### config.mk
export PLATFORM = sky130hd
export DESIGN_NAME = cjb_alu_status_stage_v
export DESIGN_NICKNAME = d
export VERILOG_FILES = /design/src/rtl/cjb_alu_status_stage_v_pkg.sv /design/src/rtl/cjb_cond_eval_v.sv /design/src/rtl/cjb_alu_status_stage_v.sv
export SDC_FILE = /design/constraint.sdc
export NUM_CORES = 1
export LEC_CHECK = 0
export BUFFER_PORTS_ARGS = -buffer_cell sky130_fd_sc_hd__clkbuf_2
export CAP_MARGIN = 20
export CORE_MARGIN = 2
export CORE_UTILIZATION = 51
export CTS_BUF_LIST = sky130_fd_sc_hd__clkbuf_16
export DETAILED_ROUTE_END_ITERATION = 12
export PLACE_DENSITY_LB_ADDON = 0.08
export SLEW_MARGIN = 25
export SYNTH_ARGS = -nofsm -noshare
export SYNTH_HDL_FRONTEND = slang
export SYNTH_SLANG_ARGS = --single-unit
### constraint.sdc
create_clock -name Clock -period 2.8 [get_ports Clock]
set_input_delay 0.28 -clock Clock [delete_from_list [all_inputs] [get_ports Clock]]
set_output_delay 0.28 -clock Clock [all_outputs]
set_load 0.01 [all_outputs]
### src/rtl/cjb_alu_status_stage_v_pkg.sv
// Shared cjb definitions: fixed widths, CNVZ bit positions, condition-select encodings
// and the masked flag-merge helper used by the status register.
package cjb_alu_status_stage_v_pkg;

    localparam int DATA_W = 8;
    localparam int FLAG_W = 4;

    // Status/flag vectors are ordered {C,N,V,Z}
    localparam int FLAG_C = 3;
    localparam int FLAG_N = 2;
    localparam int FLAG_V = 1;
    localparam int FLAG_Z = 0;

    typedef enum logic [2:0] {
        COND_ALWAYS = 3'b000,
        COND_C      = 3'b001,
        COND_N      = 3'b010,
        COND_V      = 3'b011,
        COND_Z      = 3'b100,
        COND_NOT_Z  = 3'b101,
        COND_NOT_C  = 3'b110,
        COND_N_XOR_V = 3'b111
    } cond_sel_e;

    function automatic logic [FLAG_W-1:0] merge_flags(
        input logic [FLAG_W-1:0] cur,
        input logic [FLAG_W-1:0] upd,
        input logic [FLAG_W-1:0] we
    );
        return (cur & ~we) | (upd & we);
    endfunction

endpackage

### src/rtl/cjb_cond_eval_v.sv
// Branch condition evaluation on the architectural status flags; purely combinational.
module cjb_cond_eval_v
    import cjb_alu_status_stage_v_pkg::*;
(
    input  logic [FLAG_W-1:0] Status_CNVZ,
    input  logic [2:0]        Cond_Sel,
    output logic              Cond_True
);

    always_comb begin
        Cond_True = 1'b0;
        case (cond_sel_e'(Cond_Sel))
            COND_ALWAYS:  Cond_True = 1'b1;
            COND_C:       Cond_True = Status_CNVZ[FLAG_C];
            COND_N:       Cond_True = Status_CNVZ[FLAG_N];
            COND_V:       Cond_True = Status_CNVZ[FLAG_V];
            COND_Z:       Cond_True = Status_CNVZ[FLAG_Z];
            COND_NOT_Z:   Cond_True = ~Status_CNVZ[FLAG_Z];
            COND_NOT_C:   Cond_True = ~Status_CNVZ[FLAG_C];
            COND_N_XOR_V: Cond_True = Status_CNVZ[FLAG_N] ^ Status_CNVZ[FLAG_V];
            default:      Cond_True = 1'b0;
        endcase
    end

endmodule

### src/rtl/cjb_alu_status_stage_v.sv
// ALU result stage: 2-entry result FIFO plus CNVZ status register updated on push.
// Define CJB_SR_LOAD_EN to add a direct status-register load port (SR_Load/SR_Data).
module cjb_alu_status_stage_v
    import cjb_alu_status_stage_v_pkg::*;
(
    input  logic              Clock,
    input  logic              Reset,
    input  logic              In_Valid,
    output logic              In_Ready,
    input  logic [DATA_W-1:0] Arith_Result,
    input  logic [FLAG_W-1:0] Arith_CNVZ,
    input  logic [FLAG_W-1:0] Flag_WE,
    output logic              Out_Valid,
    input  logic              Out_Ready,
    output logic [DATA_W-1:0] Out_Result,
    output logic [FLAG_W-1:0] Status_CNVZ,
    input  logic [2:0]        Cond_Sel,
`ifdef CJB_SR_LOAD_EN
    input  logic              SR_Load,
    input  logic [FLAG_W-1:0] SR_Data,
`endif
    output logic              Cond_True
);

    logic [DATA_W-1:0] mem [2];
    logic              wr_ptr;
    logic              rd_ptr;
    logic [1:0]        count;
    logic [1:0]        count_next;
    logic              in_ready_q;
    logic              push;
    logic              pop;

    assign push = In_Valid & in_ready_q;
    assign pop  = Out_Valid & Out_Ready;

    always_comb begin
        count_next = count;
        case ({push, pop})
            2'b10:   count_next = count + 2'd1;
            2'b01:   count_next = count - 2'd1;
            default: count_next = count;
        endcase
    end

    always_ff @(posedge Clock) begin
        if (Reset) begin
            count      <= 2'd0;
            wr_ptr     <= 1'b0;
            rd_ptr     <= 1'b0;
            in_ready_q <= 1'b1;
        end else begin
            count      <= count_next;
            in_ready_q <= (count_next != 2'd2);
            if (push) wr_ptr <= ~wr_ptr;
            if (pop)  rd_ptr <= ~rd_ptr;
        end
    end

    // Storage needs no reset; occupancy is tracked solely by count
    always_ff @(posedge Clock) begin
        if (!Reset && push) mem[wr_ptr] <= Arith_Result;
    end

    always_ff @(posedge Clock) begin
        if (Reset) begin
            Status_CNVZ <= '0;
        end else begin
`ifdef CJB_SR_LOAD_EN
            if (SR_Load)
                Status_CNVZ <= SR_Data;
            else if (push)
                Status_CNVZ <= merge_flags(Status_CNVZ, Arith_CNVZ, Flag_WE);
`else
            if (push)
                Status_CNVZ <= merge_flags(Status_CNVZ, Arith_CNVZ, Flag_WE);
`endif
        end
    end

    assign In_Ready   = in_ready_q;
    assign Out_Valid  = (count != 2'd0);
    assign Out_Result = Out_Valid ? mem[rd_ptr] : '0;

    cjb_cond_eval_v u_cond_eval (
        .Status_CNVZ (Status_CNVZ),
        .Cond_Sel    (Cond_Sel),
        .Cond_True   (Cond_True)
    );

endmodule

Word level (Yosys, flattened, before mapping)
Memories as Yosys holds them, arrays and structs flattened. A register that Yosys moved wholly into a read port is not among the register bits. Cells that the tools add are included.

Reductions and logical operators: 4. $add $sub $neg: 2. Eq/ne operators: 10. Bitwise operators: 11. Muxes and demuxes: 7.

Operator list (count): $eq A3 B3 Y1 const B (4); $and A4 B4 Y4 (2); $mux W8 (1); $pmux W1 S8 (1); $eq A3 B2 Y1 const B (2); $mux W1 (4); $not A1 Y1 (4); $not A4 Y4 (1); $or A4 B4 Y4 (1); $pmux W2 S2 (1); $eq A3 B1 Y1 const B (1); $logic_not A3 Y1 (1); $add A2 B1 Y2 const B (1); $and A1 B1 Y1 (2); $eq A2 B1 Y1 const B (1); $eq A2 B2 Y1 const B (1); $ne A2 B2 Y1 const B (1); $reduce_bool A2 Y1 (1); $sub A2 B1 Y2 const B (1); $logic_and A1 B1 Y1 (1); $logic_not A1 Y1 (1); $xor A1 B1 Y1 (1).

Bits of input ports: 23. Register bits: 9. Memories kept: 1. RAM bits: 16. Logic and storage cells: 40.

Memory list: mem (words 2, bits a word 8, read ports 1, clocked after memory_dff 1, write ports 1, RTL line cjb_alu_status_stage_v.sv:25) `logic [DATA_W-1:0] mem [2];`.

Logic depth before layout (Yosys ltp)
Word-level depth: 5. Mapped depth: 6. Gate-level depth less buffers: 6.

Cells and area by module
A second synthesis with hierarchy kept.

Cells, all modules: 89. Area, all modules: 1098.6 sq um.

Modules (own cells, without submodules): cjb_alu_status_stage_v (area each 1028.5 sq um, cells an instance 80, instances 1, sequential area each 680.7 sq um); cjb_cond_eval_v (area each 70.1 sq um, cells an instance 9, instances 1, sequential area each 0.0 sq um).

Worst setup path after synthesis
Ideal clock, no wire load.

Path kind: register -> register. Start: register count[0]. End: register in_ready_q, in the netlist In_Ready. Period minus slack after synthesis: 1684 ps. Data required time: 2680 ps. Slack: 1116 ps. Cell stages (with the launch flop): 6. Setup time: 120 ps. Data arrival time: 1564 ps. Cells stage by stage: dfxtp_1 -> o21ai_0 -> inv_1 -> ha_1 -> or3_1 -> a211o_1.

Cells in the longest elaborated chain, start to end: 5. Elaborated cells on any way between the ends: 8. Classes of those cells: add/sub (2); eq/ne (3); mux (1); bitwise (1); reduce/logical (1).

Ends and longest elaborated chain: start: declaration (RTL line cjb_alu_status_stage_v.sv:28) `logic [1:0] count;`; start signal: assignment (RTL line cjb_alu_status_stage_v.sv:53) `count <= count_next;`; $reduce_bool A2 Y1 (*) (RTL line cjb_alu_status_stage_v.sv:82) `assign Out_Valid = (count != 2'd0);`; $and A1 B1 Y1 (*) (RTL line cjb_alu_status_stage_v.sv:35) `assign pop = Out_Valid & Out_Ready;`; via pop (RTL line cjb_alu_status_stage_v.sv:32) `logic pop;`; $eq A2 B1 Y1 / $eq A2 B2 Y1 (equally long branches) (RTL line cjb_alu_status_stage_v.sv:39) `case ({push, pop})`; $pmux W2 S2 (*) (RTL line cjb_alu_status_stage_v.sv:39); $ne A2 B2 Y1 (*) (RTL line cjb_alu_status_stage_v.sv:54) `in_ready_q <= (count_next != 2'd2);`; end signal: assignment (RTL line cjb_alu_status_stage_v.sv:54); end: declaration (RTL line cjb_alu_status_stage_v.sv:30) `logic in_ready_q;`.

The timed path passes the listed nets; every way through them passes the cells marked *. A chain may end at the register's enable or synchronous reset.

Final worst setup path
Ends and elaborated chain as after synthesis.

==> impl_metrics.prom <==
# TYPE chip_impl_metric gauge
chip_impl_metric{name="finalCriticalPeriod",unit="ps"} 1770
chip_impl_info{name="timing.rr.start",value="count[0]"} 1
chip_impl_info{name="critical_path.startpoint",value="count[0]"} 1
chip_impl_metric{name="gp_congestion",unit=""} 0.662
chip_impl_info{name="yosys.area.top_type",value="edfxtp_1"} 1
chip_impl_metric{name="post_drt_via_cell_ratio",unit=""} 4.89
chip_impl_metric{name="p_comb_frac",unit=""} 0.298
chip_impl_metric{name="wl",unit="mm"} 1.76
chip_impl_info{name="worstPathCellList",value="o21ai_0 > inv_1 > ha_1 > or3_1 > a211o_1"} 1
chip_impl_info{name="crit_end",value="In_Ready"} 1
chip_impl_metric{name="synth-edff-count",unit=""} 16
chip_impl_metric{name="vias_after_detailed_routing",unit=""} 753
chip_impl_metric{name="finClkSkew",unit="ps"} 1.46
chip_impl_metric{name="die-area",unit="mm²"} 0.00247
chip_impl_metric{name="grt_max_degree",unit=""} 15
chip_impl_metric{name="cp_data_arrival_time",unit="ps"} 1910
chip_impl_metric{name="grt-ovfl-total",unit=""} 0
chip_impl_info{name="synthTopCellsByArea",value="edfxtp_1, dfxtp_1, mux2i_1"} 1
chip_impl_metric{name="routedWlPerCell",unit="µm"} 11.4
chip_impl_info{name="run_status",value="finished clean"} 1
chip_impl_metric{name="first_global_vias",unit=""} 704
chip_impl_metric{name="timing.final.max_slew_violations",unit=""} 0
chip_impl_metric{name="placement_rows",unit=""} 16
chip_impl_metric{name="placed_cells_incl_taps",unit=""} 150
chip_impl_metric{name="p_leak",unit="nW"} 0.610
chip_impl_metric{name="detailed_place_hpwl",unit="mm"} 1.33
chip_impl_metric{name="cap_violations",unit=""} 0
chip_impl_metric{name="timing.max_slew.rel_slack",unit=""} 0.569
chip_impl_info{name="cts_root_buf",value="clkbuf_16"} 1
chip_impl_metric{name="tns",unit="ps"} 0
chip_impl_metric{name="p_clk_frac",unit=""} 0.254
chip_impl_metric{name="post-route-period-util",unit=""} 0.632
chip_impl_metric{name="netlist-cell-type-count",unit=""} 23
chip_impl_info{name="path_class",value="flip-flop to flip-flop"} 1
chip_impl_metric{name="initial_core_util",unit=""} 0.544
chip_impl_info{name="cpMaxStageDelayCell",value="or3_1"} 1
chip_impl_metric{name="antenna_left",unit=""} 0
chip_impl_metric{name="required",unit="ps"} 2940
chip_impl_metric{name="numClockSinks",unit=""} 26
chip_impl_metric{name="post-synth-top-area-fraction",unit=""} 0.450
chip_impl_info{name="rsz0062_at_grt",value="no"} 1
chip_impl_metric{name="fp.dieW",unit="µm"} 49.7
chip_impl_metric{name="worst_path_largest_cell_delay",unit="ps"} 380
chip_impl_info{name="ys_dominant_reg_cell",value="edfxtp_1"} 1
chip_impl_metric{name="yosys_warnings",unit=""} 0
chip_impl_info{name="synth.cells.most_frequent",value="nor2_1, edfxtp_1, mux2i_1"} 1
chip_impl_metric{name="areaGrowthSynthToFinish",unit="%"} 28.5
chip_impl_metric{name="timing.fmax",unit="GHz"} 0.565
chip_impl_metric{name="post_cts_buffers",unit=""} 0
chip_impl_metric{name="drc",unit=""} 0
chip_impl_metric{name="postCtsResizedCells",unit=""} 0
chip_impl_metric{name="detail_route.first_pass.iterations",unit=""} 4
chip_impl_metric{name="p_seq_frac",unit=""} 0.448
chip_impl_metric{name="synth_async_sr_flop_share",unit=""} 0
chip_impl_metric{name="cts_buf_count",unit=""} 3
chip_impl_metric{name="first_pass_grt_wire_length",unit="mm"} 3.06
chip_impl_info{name="post-synth-top-count-cell",value="nor2_1"} 1
chip_impl_metric{name="yosysSeqAreaShare",unit=""} 0.638
chip_impl_metric{name="internal-power",unit="mW"} 0.821
chip_impl_info{name="hold_path_class",value="input port to flip-flop"} 1
chip_impl_metric{name="cp_max_fo",unit=""} 4
chip_impl_metric{name="fin_nets",unit=""} 152
chip_impl_metric{name="max_slew.worst_pin.slew",unit="ps"} 645
chip_impl_metric{name="synth.ff_latch_count",unit=""} 26
chip_impl_metric{name="synthesis.nets",unit=""} 110
chip_impl_metric{name="ctsHtreeMaxLevel",unit=""} 1
chip_impl_metric{name="cts.path.max_buffers",unit=""} 2
chip_impl_metric{name="netSwitchingFraction",unit=""} 0.299
chip_impl_metric{name="netlist_area_before_placement",unit="mm²"} 0.00107
chip_impl_metric{name="clkSlewWorstSetupHoldPaths",unit="ps"} 60
chip_impl_info{name="endpoint_kind",value="flip-flop"} 1
chip_impl_metric{name="chipHeight",unit="µm"} 49.7
chip_impl_info{name="timing.critical_path.from_type",value="flip-flop"} 1
chip_impl_metric{name="io_buffers",unit=""} 37
chip_impl_metric{name="grt_antenna_before_repair",unit=""} 0
chip_impl_metric{name="antenna_cells_inserted",unit=""} 0
chip_impl_metric{name="syn_area_per_cell",unit="µm²"} 12.4
chip_impl_metric{name="count_of_endpoints_failing_setup_in_the_final_report",unit=""} 0
chip_impl_metric{name="fin_cells",unit=""} 154
chip_impl_metric{name="hold_buffers",unit=""} 0
chip_impl_metric{name="rrSetupSlack",unit="ps"} 1030
chip_impl_metric{name="drive_above_1_share",unit=""} 0.339
chip_impl_metric{name="core_region_area",unit="mm²"} 0.00196
chip_impl_metric{name="worst_r2r_path_depth",unit=""} 5
chip_impl_metric{name="power_per_cell_area",unit="mW/mm²"} 854
chip_impl_metric{name="synthCells",unit=""} 86
chip_impl_metric{name="power.net_switching",unit="mW"} 0.350
chip_impl_metric{name="report.final.hold_viol_count",unit=""} 0
chip_impl_metric{name="groute.usage.overall",unit=""} 0.160
chip_impl_info{name="tritoncts",value="done"} 1
chip_impl_metric{name="vdd.ir_drop.worst",unit="V"} 0.000465
chip_impl_info{name="worstReg2RegEnd",value="In_Ready"} 1
chip_impl_metric{name="insertion_delay_of_the_later_clocked_pin_in_the_worst_skew_pair",unit="ps"} 250
chip_impl_metric{name="ioPinCount",unit=""} 38
chip_impl_metric{name="number_of_violations_reported_at_the_end_of_detailed_routing_iteration_0",unit=""} 6
## routing by layer
metal	up-vias	GRT usage	wire (µm)
li1	387	-	-
met1	337	0.218	776
met2	27	0.271	869
met3	2	0.0182	100
met4	0	0.0417	16
met5	-	0	0
## per-stage QoR
step,area [µm²],utilization,hold WS [ps],total power [mW],setup WS [ps]
final,1370,0.699,220,1.17,1030
after global routing,1370,0.699,224,1.25,870
after CTS,1370,0.699,218,1.18,1010
after detailed placement,1290,0.659,475,0.886,1020
after global placement,1290,0.659,470,0.872,1080
after floorplan,1070,-,352,0.753,1120
## logic make-up after synthesis
family | Yosys count | synth area share
xor gates and xnor gates | 5 | 0.0410
adders and majority gates | 1 | 0.0117
muxes | 12 | 0.113
AOI/OAI and AO/OA | 9 | 0.0574
DFF | 26 | 0.638
and+or+nand+nor | 29 | 0.124
buffers and inverters | 4 | 0.0152
## area by class of cell
| cell class | count | area [µm²] |
|---|---|---|
| tap | 27 | 33.8 |
| fill | 163 | 591 |
| clock inverter | 1 | 3.75 |
| timing repair buffer | 39 | 200 |
| inverter | 2 | 7.51 |
| clock buffer | 3 | 75.1 |
| sequential | 26 | 681 |
| multi-input combinational | 56 | 370 |
## placed cells by master (no fill, tap or decap)
master,Yosys,layout
a211o_1,2,2
a211oi_1,1,1
a21boi_0,1,1
a21oi_1,1,1
a31o_2,1,1
and3_1,1,1
buf_4,0,2
clkbuf_16,0,3
clkbuf_2,0,37
dfxtp_1,10,10
edfxtp_1,16,16
ha_1,1,1
inv_1,2,3
mux2i_1,12,12
nand2_1,1,1
nand3_1,4,4
nor2_1,17,17
nor2b_1,2,2
nor3_1,1,1
nor3b_1,2,2
o21ai_0,3,3
or3_1,1,1
xnor2_1,3,3
xor2_1,2,2
## how the worst min path moves through the flow
| stage | endpoint | cells after the start | start |
|---|---|---|---|
| floorplan | count[0] | 1 | Reset |
| global placement | mem[0][2] | 1 | Arith_Result[2] |
| detailed placement | mem[0][2] | 1 | Arith_Result[2] |
| CTS | mem[0][2] | 1 | Arith_Result[2] |
| global route | mem[1][1] | 1 | Arith_Result[1] |
| finish | mem[0][2] | 1 | Arith_Result[2] |
## power by group through the flow
stage	sequential [mW]	clock (mW)	combinational, mW
floorplan	0.507	0	0.246
global placement	0.529	0	0.343
detailed placement	0.532	0	0.353
CTS	0.527	0.302	0.354
global route	0.538	0.317	0.392
finish	0.525	0.298	0.349
## critical path: cells and delay by family, from the launching register on
kind	cells	cell delay [ps]
AO/OA/AOI/OAI	2	550
adder cells (fa/ha/maj)	1	320
AND/OR/NAND/NOR	1	380
buffers and inverters	1	80
flip-flops	1	340
(Power assumes the default switching activity.)
